[src/rtl/spi_master_ctrl.sv]
// spi_master_ctrl: mode-0 SPI master, MSB first, with multi-byte frames.
// CS, SCK and MOSI all come straight from flops; ready/busy decode registered state.
module spi_master_ctrl #(
    parameter int CLK_DIV = 5,
    parameter int DATA_W  = 8,
    parameter int CS_IDLE = 20
) (
    input  logic              clk,
    input  logic              rst,
    input  logic              start,
    input  logic [DATA_W-1:0] tx_data,
    input  logic              cs_keep,
    input  logic              stop,
    output logic              ready,
    output logic              busy,
    output logic [DATA_W-1:0] rx_data,
    output logic              rx_valid,
    output logic              spi_cs,
    output logic              spi_sck,
    output logic              spi_mosi,
    input  logic              spi_miso
);

    localparam logic [2:0] S_GUARD = 3'd0;
    localparam logic [2:0] S_IDLE  = 3'd1;
    localparam logic [2:0] S_SETUP = 3'd2;
    localparam logic [2:0] S_LOW   = 3'd3;
    localparam logic [2:0] S_HIGH  = 3'd4;
    localparam logic [2:0] S_WAIT  = 3'd5;
    localparam logic [2:0] S_HOLD  = 3'd6;

    localparam int CNT_MAX = (CS_IDLE > CLK_DIV) ? CS_IDLE : CLK_DIV;
    localparam int CNT_W   = $clog2(CNT_MAX + 1);
    localparam int BIT_W   = $clog2(DATA_W + 1);

    logic [2:0]        r_state;
    logic [CNT_W-1:0]  r_cnt;
    logic [BIT_W-1:0]  r_bit;
    logic [DATA_W-1:0] r_tx;
    logic [DATA_W-1:0] r_rx;
    logic [DATA_W-1:0] r_rx_data;
    logic              r_keep;
    logic              r_cs;
    logic              r_sck;
    logic              r_mosi;
    logic              r_rx_valid;

    logic w_div_done;
    logic w_setup_done;
    logic w_guard_done;
    logic w_last_bit;

    assign w_div_done   = (r_cnt == CNT_W'(CLK_DIV - 1));
    // one extra cycle covers the CS assertion itself before the setup window
    assign w_setup_done = (r_cnt == CNT_W'(CLK_DIV));
    assign w_guard_done = (r_cnt == CNT_W'(CS_IDLE - 1));
    assign w_last_bit   = (r_bit == BIT_W'(DATA_W - 1));

    always_ff @(posedge clk or posedge rst) begin
        if (rst) begin
            r_state    <= S_GUARD;
            r_cnt      <= '0;
            r_bit      <= '0;
            r_tx       <= '0;
            r_rx       <= '0;
            r_rx_data  <= '0;
            r_keep     <= 1'b0;
            r_cs       <= 1'b1;
            r_sck      <= 1'b0;
            r_mosi     <= 1'b1;
            r_rx_valid <= 1'b0;
        end else begin
            r_rx_valid <= 1'b0;
            unique case (r_state)
                S_GUARD: begin
                    if (w_guard_done) begin
                        r_state <= S_IDLE;
                        r_cnt   <= '0;
                    end else begin
                        r_cnt <= r_cnt + CNT_W'(1);
                    end
                end
                S_IDLE: begin
                    if (start) begin
                        r_tx    <= tx_data;
                        r_keep  <= cs_keep;
                        r_cs    <= 1'b0;
                        r_cnt   <= '0;
                        r_bit   <= '0;
                        r_state <= S_SETUP;
                    end
                end
                S_SETUP: begin
                    if (w_setup_done) begin
                        r_cnt   <= '0;
                        r_mosi  <= r_tx[DATA_W-1];
                        r_state <= S_LOW;
                    end else begin
                        r_cnt <= r_cnt + CNT_W'(1);
                    end
                end
                S_LOW: begin
                    if (w_div_done) begin
                        r_cnt   <= '0;
                        r_sck   <= 1'b1;
                        r_rx    <= {r_rx[DATA_W-2:0], spi_miso};
                        r_state <= S_HIGH;
                    end else begin
                        r_cnt <= r_cnt + CNT_W'(1);
                    end
                end
                S_HIGH: begin
                    if (w_div_done) begin
                        r_cnt <= '0;
                        r_sck <= 1'b0;
                        r_tx  <= r_tx << 1;
                        if (w_last_bit) begin
                            r_rx_data  <= r_rx;
                            r_rx_valid <= 1'b1;
                            r_mosi     <= 1'b1;
                            r_state    <= r_keep ? S_WAIT : S_HOLD;
                        end else begin
                            r_bit   <= r_bit + BIT_W'(1);
                            r_mosi  <= r_tx[DATA_W-2];
                            r_state <= S_LOW;
                        end
                    end else begin
                        r_cnt <= r_cnt + CNT_W'(1);
                    end
                end
                S_WAIT: begin
                    if (start) begin
                        r_tx    <= tx_data;
                        r_keep  <= cs_keep;
                        r_mosi  <= tx_data[DATA_W-1];
                        r_bit   <= '0;
                        r_cnt   <= '0;
                        r_state <= S_LOW;
                    end else if (stop) begin
                        r_cnt   <= '0;
                        r_state <= S_HOLD;
                    end
                end
                S_HOLD: begin
                    if (w_div_done) begin
                        r_cnt   <= '0;
                        r_cs    <= 1'b1;
                        r_state <= S_GUARD;
                    end else begin
                        r_cnt <= r_cnt + CNT_W'(1);
                    end
                end
                default: begin
                    r_state <= S_GUARD;
                end
            endcase
        end
    end

    assign ready    = (r_state == S_IDLE) || (r_state == S_WAIT);
    assign busy     = ~r_cs;
    assign rx_data  = r_rx_data;
    assign rx_valid = r_rx_valid;
    assign spi_cs   = r_cs;
    assign spi_sck  = r_sck;
    assign spi_mosi = r_mosi;

endmodule

[config.mk]
export PLATFORM = sky130hd
export DESIGN_NAME = spi_master_ctrl
export DESIGN_NICKNAME = d
export VERILOG_FILES = /design/src/rtl/spi_master_ctrl.sv
export SDC_FILE = /design/constraint.sdc
export NUM_CORES = 1
export LEC_CHECK = 0
export ABC_CLOCK_PERIOD_IN_PS = 3100
export BUFFER_PORTS_ARGS = -buffer_cell sky130_fd_sc_hd__clkbuf_2
export CAP_MARGIN = 5
export CORE_ASPECT_RATIO = 2
export CORE_MARGIN = 10
export CORE_UTILIZATION = 50
export CTS_BUF_LIST = sky130_fd_sc_hd__clkbuf_16
export CTS_CLUSTER_SIZE = 20
export DETAILED_ROUTE_END_ITERATION = 12
export PLACE_DENSITY = 0.8
export SLEW_MARGIN = 0
export SYNTH_ARGS = -nofsm -noshare
export SYNTH_HDL_FRONTEND = slang
export SYNTH_SLANG_ARGS = --single-unit
[constraint.sdc]
create_clock -name clk -period 3.1 [get_ports clk]
set_input_delay 0.155 -clock clk [delete_from_list [all_inputs] [get_ports clk]]
set_output_delay 0.155 -clock clk [all_outputs]
set_load 0.1 [all_outputs]
**Yosys cells after proc, flatten, opt, wreduce, memory -nomap -nowiden**

Index checks and enable logic that the tools add are counted.

- Flip-flop bits (word level): 41
- Bits of input ports: 14
- Output and inout port bits: 14
- Word-level logic and storage cells: 91

- $add $sub $neg: 2
- Eq/ne operators: 20
- Muxes and demuxes: 38
- Bitwise logic cells: 1
- Reductions and logical operators: 19

Operators with widths:

| kind | number |
|---|---|
| $mux 5 | 6 |
| $mux 3 | 9 |
| $pmux 5 s5 | 1 |
| $pmux 3 s7 | 1 |
| $mux 8 | 2 |
| $ne 2x2->1 const B | 8 |
| $pmux 8 s2 | 1 |
| $reduce_and 3->1 | 5 |
| $mux 4 | 3 |
| $eq 5x3->1 const B | 2 |
| $mux 1 | 10 |
| $eq 3x3->1 const B | 3 |
| $pmux 4 s2 | 1 |
| $reduce_and 4->1 | 2 |
| $reduce_and 7->1 | 1 |
| $eq 3x2->1 const B | 2 |
| $reduce_bool 2->1 | 3 |
| $add 5x1->5 const B | 1 |
| $eq 5x5->1 const B | 1 |
| $reduce_bool 5->1 | 1 |
| $add 4x1->4 const B | 1 |
| $eq 4x3->1 const B | 1 |
| $pmux 1 s2 | 2 |
| $reduce_and 2->1 | 2 |
| 11 further kinds | 11 |

**Depth between registers and ports, before layout**

Gate-level depths: netlist of the first run.

- Depth in word-level cells: 4
- Gate-level depth with buffers: 8
- Depth with buffers taken out: 7

**Worst setup path after synthesis of the first run**

Ideal clock, no wire load.

- Kind: reg-to-reg
- Start: register r_cnt[0]
- End: register r_rx_data[0] (netlist: rx_data[0])
- Setup time: 0.125 ns
- Data arrival time: 1.733 ns
- Data required time: 2.975 ns
- Setup slack: 1.242 ns
- Stages on the path, launching flop included: 6
- Path buffers: 0
- Period minus slack after synthesis: 1.858 ns
- Cells stage by stage: dfrtp_1 > inv_1 > ha_1 > nand4bb_1 > nor4_4 > mux2_2

- Longest elaborated chain between the ends: 2

RTL lines:

| element | line | RTL |
|---|---|---|
| start: declaration | 37 | `logic [CNT_W-1:0] r_cnt;` |
| start signal: assignment | 80 | `r_cnt <= r_cnt + CNT_W'(1);` |
| start signal: assignment | 99 | `r_cnt <= r_cnt + CNT_W'(1);` |
| start signal: assignment | 109 | `r_cnt <= r_cnt + CNT_W'(1);` |
| $eq 5x3->1 | 53 | `assign w_div_done = (r_cnt == CNT_W'(CLK_DIV - 1));` |
| $reduce_and 3->1 (no line) | n/a |  |
| end signal: assignment | 118 | `r_rx_data <= r_rx;` |
| end: declaration | 41 | `logic [DATA_W-1:0] r_rx_data;` |

Every way passes these cells.
A chain may end at the register's enable or synchronous reset.

**Worst setup path after layout of the first run**

- Start: register r_state[1]
- End: output ready

- Longest elaborated chain between the ends: 2
- Elaborated cells between the ends (all ways): 3
- Classes of those cells: 2 x eq/ne; 1 x reduce/logical

RTL lines:

| element | line | RTL |
|---|---|---|
| start: declaration | 36 | `logic [2:0] r_state;` |
| start signal: assignment | 121 | `r_state <= r_keep ? S_WAIT : S_HOLD;` |
| $eq 3x1->1 or $eq 3x3->1 (tied branches) | 160 | `assign ready = (r_state == S_IDLE) \|\| (r_state == S_WAIT);` |
| $logic_or 1x1->1 * | 160 |  |
| end: declaration | 14 | `output logic ready,` |

Every way passes the cells marked *; elsewhere a longest branch is shown, timed or not.

==> results of run 1 <==
metrics by stage:
step | std cells | area, µm² | util | worst slack, ps | hold WS, ps
after global routing | 282 | 2430 | 0.594 | 810 | 108
after floorplan | 200 | 2090 | - | 1240 | 294
after detailed placement | 273 | 2270 | 0.555 | 1000 | 305
after CTS | 282 | 2430 | 0.594 | 932 | 98.8
final | 282 | 2430 | 0.594 | 902 | 95.3
after global placement | 273 | 2270 | 0.555 | 1100 | 296
routing by layer:
metal	wire, µm	part of all wire	up-vias
li1	-	-	775
met1	1680	0.37	771
met2	2490	0.55	48
met3	187	0.042	13
met4	149	0.033	0
met5	0	0	-
flip-flops by register name, indices dropped and copies added, names as in the netlist:
name and cells:
r_state 3, spi_mosi 1, rx_data 8, rx_valid 1
r_bit 4, r_tx 8, r_cnt 5, r_rx 8
spi_cs 1, spi_sck 1, r_keep 1
power by group:
group / leakage, nW / total [mW] / internal, mW / switching, mW
clock: 0.0704 / 0.521 / 0.302 / 0.219
combinational: 0.552 / 0.767 / 0.311 / 0.456
sequential: 0.506 / 0.866 / 0.682 / 0.183
total: 1.13 / 2.15 / 1.30 / 0.859
cells by family (layout without fill, tap and decap cells):
logic type               count (synthesis)  count (layout)  synth area share
AND/OR/NAND/NOR                         65              65             0.168
AO/OA/AOI/OAI                           46              46             0.136
flip-flops                              41              41             0.493
multiplexers                            28              28             0.146
buffers and inverters                   16              46            0.0330
adder cells (fa/ha/maj)                  4               4            0.0240
Yosys cell counts (all sizes together) (3+ instances only):
master,number
dfrtp,39
o21ai,13
nor2,15
buf,6
or3,3
nand2,20
ha,4
mux2i,9
inv,7
nand3,9
clkbuf,3
mux2,19
o211ai,3
a21oi,16
what timing repair did:
item	in CTS	in global routing
endpoints found under the setup margin	0	0
hold endpoints to repair	8	0
hold buffers	1	0
worst reg2reg max path, stage by stage (launching register included):
cell and delay, ps:
dfrtp_1 420, inv_1 90, ha_1 190, nand4bb_1 250
nor4_4 610, mux2_2 400
final cells by class:
type                       instances  area (µm²)  area share
clock buffer                       5         125      0.0515
clock inverter                     3        25.0      0.0103
inverter                           7        26.3      0.0108
multi-input combinational        143         990       0.408
sequential                        41        1030       0.424
tap                               52        65.1      0.0268
timing repair buffer              31         168      0.0691
path summary, 6_finish.rpt:
check,slack (ps),to,startpoint
max in group asynchronous,1750,spi_cs,rst
min reg2reg,510,r_rx[7],r_rx[7]
min,100,r_tx[0],tx_data[0]
max reg2reg,1000,rx_data[7],r_cnt[0]
max,900,ready,r_state[1]
min in group asynchronous,520,r_rx[1],rst
==> summary.txt, run 1 <==
Global route
  – Met1 Track Usage GR: 0.134
  – Most used routing layer: met2
  – Met2 GRT Util: 0.226
  – Initial antenna violation count: 0
  – Global-route wire length before repair: 7850 µm
  – GRT met3 Usage: 0.0442
  – Largest net degree at the start of global routing: 25
  – Vias in the first global route: 1,704
  – Gr usage total: 0.134
  – Total congestion overflow: 0

Synth
  – Mapped Avg Cell Area: 10.4 µm²
  – Synth warn: 0
  – EDFF count, synth: 0
  – Area of the mapped netlist: 0.00209 mm²
  – FF+latch count, synth: 41
  – Cells after Synth: 200
  – Ys flop type: dfrtp_1
  – Share of the synthesized area in the top cell type: 0.468
  – Post-synthesis net count: about 220
  – Yosys cell types: 45
  – Asr flop ratio synth: 1.00
  – Cell accounting for the most synthesized area: dfrtp_1
  – Synth area leaders: dfrtp_1, mux2_2, mux2i_1, a21oi_1, nand2_1
  – Seq/Total Area, Yosys: 0.493

Power
  – Worst VDD drop: around 0.00063 V
  – Static Leak: 1.13 nW
  – Cell area power density: 888 mW/mm²
  – Design Power: around 2.2 mW

Place
  – GPL Wtd Cong: 0.854
  – DP Wirelength: 3410 µm
  – Port bufs: 27

CTS
  – Root Buffer: clkbuf_16
  – Clock transition at path regs: 60 ps
  – H-tree depth: 2
  – CTS tree: built
  – Worst skew pair latency: between 200 and 300 ps
  – Clk sinks: between 40 and 50
  – Post-CTS sizing: 0
  – Cts bufs inserted: 5
  – Clk buf depth: 2
  – Post-CTS setup buffer count: 0

Floorplan
  – Placement Rows: 33
  – Die ar.: 0.00732 mm²
  – I/O pin total: 28
  – Core Area: 0.00409 mm²
  – Chip height: 111 µm
  – Die Wd: 65.7 µm
  – Initial cell density of the core: 0.511

Drt
  – DR DRC count: 0
  – Post-route ant nets: 0
  – Drt first pass iters: 6
  – Vias post-DR: 1,607
  – Avg WL per Cell: ~16 µm
  – Iter 0 DRT Violations: 42
  – Final WL: 4510 µm
  – Number of vias per cell: 5.70

STA
  – Post-layout minimum cycle time: roughly 2200 ps
  – Worst-Margin Slew: 740 ps
  – Final Max Slew Viols: 0
  – Clock skew: 6.46 ps
  – Final Cycle Share: 0.709
  – Setup tns final: 0 ps
  – Fin. Hold Viols: 0
  – RSZ-0062 raised after global routing: false
  – Max Clock Freq: 455 MHz
  – Endpoints failing setup: 0
  – Slew headroom: 0.506

Setup path
  – Crit path required time: 2940 ps
  – Worst path max stage delay: 640 ps
  – Crit path max-delay family: flip-flops
  – Endpoint class of the critical path: output port
  – Critical path launch point type: register
  – Crit path max fanout: 24
  – Worst Path Buf+Inv: 1
  – Worst reg2reg path depth: 5
  – Crit-path cells: nor2b_1 -> clkbuf_2
  – Setup Crit Path Kind: register to output port
  – Stages on the worst setup path: 2
  – Worst EP arrival: 2040 ps
  – Worst path slowest cell: dfrtp_1

Finish
  – Number of fill cells in the layout: 351
  – Commonest non-fill, non-tap cell in the layout: dfrtp_1
  – Final nets: 247
  – Area Overhead vs Synth: 16.3%
  – Commonest non-fill, non-tap cells in the layout: dfrtp_1, clkbuf_2, nand2_1, mux2_2
  – Ant. Diodes: 0
  – Share of layout cells above drive strength 1: 0.278

Worst hold path
  – Hold Path Cell Cnt: 3
  – Min-Delay Path Class: primary input to register

Outcome
  – Outcome: finished, final reports clean

Run
  – Max-cap violations: 0
Note: power is estimated with default switching activity, not from simulation.
==> inputs of run 2 (changes only) <==
--- a/config.mk
+++ b/config.mk
@@ -5,7 +5,7 @@
 export SDC_FILE = /design/constraint.sdc
 export NUM_CORES = 1
 export LEC_CHECK = 0
-export ABC_CLOCK_PERIOD_IN_PS = 3100
+export ABC_CLOCK_PERIOD_IN_PS = 1900
 export BUFFER_PORTS_ARGS = -buffer_cell sky130_fd_sc_hd__clkbuf_2
 export CAP_MARGIN = 5
 export CORE_ASPECT_RATIO = 2
@@ -14,7 +14,7 @@
 export CTS_BUF_LIST = sky130_fd_sc_hd__clkbuf_16
 export CTS_CLUSTER_SIZE = 20
 export DETAILED_ROUTE_END_ITERATION = 12
-export PLACE_DENSITY = 0.8
+export PLACE_DENSITY = 0.83
 export SLEW_MARGIN = 0
 export SYNTH_ARGS = -nofsm -noshare
 export SYNTH_HDL_FRONTEND = slang
==> constraint.sdc (replaced) <==
create_clock -name clk -period 1.9 [get_ports clk]
set_input_delay 0.095 -clock clk [delete_from_list [all_inputs] [get_ports clk]]
set_output_delay 0.095 -clock clk [all_outputs]
set_load 0.1 [all_outputs]
==> run 2 against run 1 <==
Compared with the run above: first-iteration DRC count increased by 120%; utilization increased by 6.6 points; global-route usage grew 0.44 points; combinational power grew 130%; register-to-register slack worse by 960 ps; routed wire length up 11%; critical path type is now register to register; critical path depth up 1; via count is 8.6% higher; total power up 89%.
==> summary.txt, run 2 (synthesis gave the netlist of run 1 again) <==
Outcome
  – Outcome: finished, final reports clean

Floorplan
  – Die ar.: 0.00732 mm² (unchanged)
  – I/O pin total: 28 (unchanged)
  – Die Wd: 65.7 µm (unchanged)
  – Placement Rows: 33 (unchanged)
  – Initial cell density of the core: 0.511 (unchanged)
  – Core Area: 0.00409 mm² (unchanged)
  – Chip height: 111 µm (unchanged)

Setup path
  – Endpoint class of the critical path: register
  – Worst EP arrival: 2070 ps (+30 ps)
  – Critical path launch point type: register
  – Crit path required time: 2110 ps (-830 ps)
  – Setup Crit Path Kind: register to register
  – Crit path max fanout: 7 (-71%)

STA
  – Slew headroom: 0.636 (+0.130)
  – Setup slack after layout: 38.6 ps (-863 ps)
  – Final Max Slew Viols: 0 (unchanged)
  – Final Cycle Share: 0.980
  – Worst-Margin Slew: 549 ps (-191 ps)
  – Max Clock Freq: 537 MHz
  – Hold_ws: 41.7 ps (-53.6 ps)
  – Fin. Hold Viols: 0 (unchanged)
  – Setup tns final: 0 ps (unchanged)
  – RSZ-0062 raised after global routing: true
  – Post-layout minimum cycle time: about 1900 ps
  – Endpoints failing setup: 0 (unchanged)
  – Clock skew: 4.21 ps (-2.25 ps)

CTS
  – Clk buf depth: 2 (unchanged)
  – Clock transition at path regs: 60 ps (about the same)
  – Root Buffer: clkbuf_16
  – Cts bufs inserted: 5 (unchanged)
  – H-tree depth: 2 (unchanged)
  – CTS tree: built
  – Worst skew pair latency: 280 ps (about the same)
  – Clk sinks: 41 (unchanged)

Global route
  – Largest net degree at the start of global routing: 42 (+68%)
  – Initial antenna violation count: 0 (unchanged)
  – Total congestion overflow: 0 (unchanged)
  – Global-route wire length before repair: 8220 µm (+4.7%)
  – Gr usage total: 0.139 (+0.00438)
  – Vias in the first global route: 1,839 (+7.9%)

Power
  – Cell area power density: 1510 mW/mm² (+70%)
  – Design Power: 4.07 mW (+89%)
  – Worst VDD drop: 0.00105 V (+65%)
  – Static Leak: 1.25 nW (+10%)

Drt
  – Post-route ant nets: 0 (unchanged)
  – Iter 0 DRT Violations: 92 (+120%)
  – DR DRC count: 0 (unchanged)
  – Avg WL per Cell: 16.6 µm (+4.2%)
  – Final WL: 5010 µm (+11%)
  – Vias post-DR: 1,745 (+8.6%)
  – Drt first pass iters: 4 (-2)
  – Number of vias per cell: 5.80 (+1.7%)

Finish
  – Commonest non-fill, non-tap cells in the layout: dfrtp_1, clkbuf_2, buf_4, nand2_1, mux2_2
  – Sequential cell area: 0.00103 mm² (+0.24%)
  – Fin area: 0.00270 mm² (+11%)
  – Non-filler instance count after layout: 301 (+6.7%)
  – Commonest non-fill, non-tap cell in the layout: dfrtp_1
  – Number of fill cells in the layout: 302 (-14%)
  – Final Core Density: 0.660 (+0.0661)
  – Ant. Diodes: 0 (unchanged)
  – Share of layout cells above drive strength 1: 0.386 (+0.107)
  – Final nets: 266 (+7.7%)
  – Area Overhead vs Synth: 29.3%
  – Multi-input logic area: 0.00107 mm² (+8.1%)

Place
  – GPL Wtd Cong: 0.906 (+6.1%)
  – Placed Cells: 286 (+4.8%)
  – Post-DP Area: 0.00239 mm² (+5.5%)
  – Port bufs: 27 (unchanged)
  – DP Worst Slack: -33.4 ps (-1040 ps)
  – DP Wirelength: 3460 µm (+1.4%)

Run
  – Max-cap violations: 0 (unchanged)

Worst hold path
  – Min-Delay Path Class: primary input to register
-- run 2: repair_timing --
action / 4_1_cts / 5_1_grt
hold buffers: 1 / 0
setup buffers: 2 / 4
setup endpoints to repair: 12 / 23
gates resized for setup: 5 / 15
pin swaps: 0 / 9
endpoints found under the hold margin: 39 / 0
-- run 2: cell type report --
type,instances,area share
clock buffers,5,0.0464
well taps,52,0.0241
inverters,7,0.00974
clock inverters,3,0.0158
multi-input cells,143,0.397
repair buffers,50,0.125
flip-flops and latches,41,0.382
-- run 2: critical path: stages, from the launching register on --
cell and delay (ps):
dfrtp_1 460, or3b_2 560, o32ai_1 390, mux2_2 390
-- run 2: where the power goes --
group	internal [mW]	switching, mW	leakage (nW)
logic	0.793	0.944	0.658
clock network	0.617	0.335	0.0852
registers	1.12	0.259	0.504
total	2.53	1.54	1.25
-- run 2: layer usage --
metal / track usage / wire [µm] / vias up
li1: - / - / 823
met1: 0.132 / 1760 / 865
met2: 0.252 / 2900 / 46
met3: 0.0361 / 207 / 11
met4: 0.0776 / 138 / 0
met5: 0 / 0 / -
-- run 2: final timing paths --
path | end | start | slack [ps] | cells past startpoint
min reg2reg | rx_data[6] | rx_data[6] | 510 | 1
max in group asynchronous | r_cnt[2] | rst | 1030 | 4
max reg2reg | spi_mosi | r_cnt[4] | 40 | 3
min in group asynchronous | r_tx[6] | rst | 480 | 4
max | spi_mosi | r_cnt[4] | 40 | 3
min | r_tx[0] | tx_data[0] | 40 | 3
==> inputs of run 3 (changes only) <==
==> constraint.sdc (replaced) <==
create_clock -name clk -period 1.9 [get_ports clk]
set_input_delay 0.095 -clock clk [delete_from_list [all_inputs] [get_ports clk]]
set_output_delay 0.095 -clock clk [all_outputs]
set_load 0.05 [all_outputs]
==> run 3 against run 2 <==
Compared with the run above: the flow now finishes with violations (negative setup slack); routed wire length is 3.0% lower; sequential share of layout area is 0.47 points higher; design area is 1.2% lower; worst setup slack worse by 45 ps; cell count is 0.33% lower; critical path depth is 5 higher; first-iteration DRC count is 29% higher; flip-flop and latch count stayed put; critical endpoint is now r_cnt[0]; largest cell class unchanged; largest power group unchanged.
==> summary.txt, run 3 (synthesis gave the netlist of run 1 again) <==
Outcome
  – Outcome: complete, but fails checks
  – Failing checks: negative setup slack

Setup path
  – Reg2reg setup slack: -6 ps (-40 ps)
  – Critical R2R Capture: r_cnt[0]
  – Worst EP arrival: 2110 ps (+40 ps)
  – Endpoint class of the critical path: register
  – FF-to-FF Start: r_cnt[1]
  – Setup Crit Path Kind: register to register
  – Crit path required time: 2100 ps (about the same)
  – Worst path slowest cell: dfrtp_1
  – Worst path max stage delay: 390 ps (-170 ps)
  – Crit-path cells: inv_2 -> buf_4 -> ha_2 -> mux2i_1 -> o21ai_2 -> a32o_2 -> or3_1 -> o21ai_1
  – Critical path launch point type: register
  – Worst reg2reg path depth: 8 (+5)
  – Crit path max fanout: 6 (-1)

Drt
  – Vias post-DR: 1,708 (-2.1%)
  – Avg WL per Cell: 16.2 µm (-2.7%)
  – Post-route ant nets: 0 (unchanged)
  – Drt first pass iters: 4 (unchanged)
  – Iter 0 DRT Violations: 119 (+29%)
  – DR DRC count: 0 (unchanged)
  – Number of vias per cell: 5.69 (-1.8%)
  – Final WL: 4860 µm (-3.0%)

Finish
  – Ant. Diodes: 0 (unchanged)
  – Multi-input logic area: 0.00104 mm² (-2.3%)
  – Final Core Density: 0.652 (-0.00796)
  – Fin area: 0.00267 mm² (-1.2%)
  – Commonest non-fill, non-tap cells in the layout: dfrtp_1, clkbuf_2, nand2_1, buf_4, mux2_2
  – Share of layout cells above drive strength 1: 0.375 (-0.0105)
  – Commonest non-fill, non-tap cell in the layout: dfrtp_1
  – Final nets: 265 (-0.38%)
  – Area Overhead vs Synth: 27.7%
  – Sequential cell area: 0.00103 mm² (unchanged)
  – Number of fill cells in the layout: 310 (+2.6%)
  – Non-filler instance count after layout: 300 (-0.33%)

CTS
  – Clock transition at path regs: 60 ps (about the same)
  – Cts bufs inserted: 5 (unchanged)
  – Worst skew pair latency: 280 ps (about the same)
  – Root Buffer: clkbuf_16
  – Clk sinks: 41 (unchanged)
  – H-tree depth: 2 (unchanged)
  – CTS tree: built
  – Clk buf depth: 2 (unchanged)

Power
  – Worst VDD drop: 0.00104 V (-0.79%)
  – Static Leak: 1.24 nW (-0.51%)
  – Cell area power density: 1460 mW/mm² (-2.9%)

Place
  – Placed Cells: 286 (unchanged)
  – DP Worst Slack: -33.4 ps (unchanged)
  – Post-DP Area: 0.00239 mm² (unchanged)
  – DP Wirelength: 3460 µm (unchanged)
  – Port bufs: 27 (unchanged)
  – GPL Wtd Cong: 0.906 (unchanged)

STA
  – Fin. Hold Viols: 0 (unchanged)
  – Worst-Margin Slew: 504 ps (-45.0 ps)
  – Final Max Slew Viols: 0 (unchanged)
  – RSZ-0062 raised after global routing: true
  – Post-layout minimum cycle time: 1910 ps (+44.6 ps)
  – Endpoints failing setup: 1 (+1)
  – Hold_ws: 39.4 ps (-2.26 ps)
  – Final Cycle Share: 1.00 (+0.0235)
  – Max Clock Freq: 525 MHz (-2.3%)
  – Slew headroom: 0.664 (+0.0284)
  – Setup slack after layout: -6.00 ps (-44.6 ps)
  – Clock skew: 4.39 ps (+0.184 ps)

Worst hold path
  – Hold Crit Start: tx_data[0]
  – Min-Delay Path Class: primary input to register
  – WHS Endpoint: r_tx[0]
  – Hold Path Cell Cnt: 3 (unchanged)

Floorplan
  – Die Wd: 65.7 µm (unchanged)
  – I/O pin total: 28 (unchanged)
  – Die ar.: 0.00732 mm² (unchanged)
  – Initial cell density of the core: 0.511 (unchanged)
  – Placement Rows: 33 (unchanged)
  – Core Area: 0.00409 mm² (unchanged)
  – Chip height: 111 µm (unchanged)

Global route
  – Vias in the first global route: 1,839 (unchanged)
  – Gr usage total: 0.139 (unchanged)
  – Initial antenna violation count: 0 (unchanged)
  – Largest net degree at the start of global routing: 42 (unchanged)
  – Total congestion overflow: 0 (unchanged)
  – Global-route wire length before repair: 8220 µm (unchanged)

Run
  – Max-cap violations: 0 (unchanged)
-- run 3: area by class of cell --
class / count / share of cell area
multi-input cells: 143 / 0.392
clock buffers: 5 / 0.0469
flip-flops and latches: 41 / 0.387
inverters: 7 / 0.00986
repair buffers: 49 / 0.124
clock inverters: 3 / 0.0160
well taps: 52 / 0.0244
-- run 3: per-layer routing --
metal	vias to the layer above	track usage	share of wire
met5	-	0	0
met4	0	0.0776	0.034
met3	14	0.0361	0.042
met2	41	0.252	0.57
met1	837	0.132	0.35
li1	816	-	-
-- run 3: what timing repair did --
| action | CTS | global route |
|---|---|---|
| pin swaps | 0 | 8 |
| hold buffers | 1 | 0 |
| buffers inserted | 2 | 3 |
| hold endpoints to repair | 39 | 0 |
| endpoints found under the setup margin | 11 | 24 |
| gates cloned | 0 | 0 |
| resized for setup | 4 | 12 |
-- run 3: worst max-delay path: cells and delay by family (launching register included) --
family	cells	cell delay, ps
AO/OA/AOI/OAI	3	480
flip-flops	1	390
AND/OR/NAND/NOR	1	370
buffers and inverters	2	210
multiplexers	1	210
adder cells (fa/ha/maj)	1	170
-- run 3: power by group --
group | switching (mW) | internal [mW]
logic | 0.837 | 0.745
registers | 0.247 | 1.12
clock network | 0.337 | 0.617
-- run 3: worst max-delay path by stage --
| stage | startpoint | endpoint | slack (ps) | depth (start not counted) |
|---|---|---|---|---|
| after floorplan | r_cnt[0] | rx_data[0] | 40 | 5 |
| after global placement | r_cnt[0] | r_cnt[2] | 9 | 6 |
| after detailed placement | r_cnt[0] | r_cnt[2] | -30 | 6 |
| after CTS | r_cnt[0] | r_bit[3] | 8 | 7 |
| after global routing | r_cnt[1] | r_cnt[0] | -70 | 8 |
| final | r_cnt[1] | r_cnt[0] | -6 | 8 |
-- run 3: through the flow --
stage	power, mW	TNS, ps
6_report	3.90	-6.00
5_1_grt	4.16	-134
4_1_cts	3.79	0
3_5_place_dp	2.75	-189
3_3_place_gp	2.69	0
2_1_floorplan	2.30	0
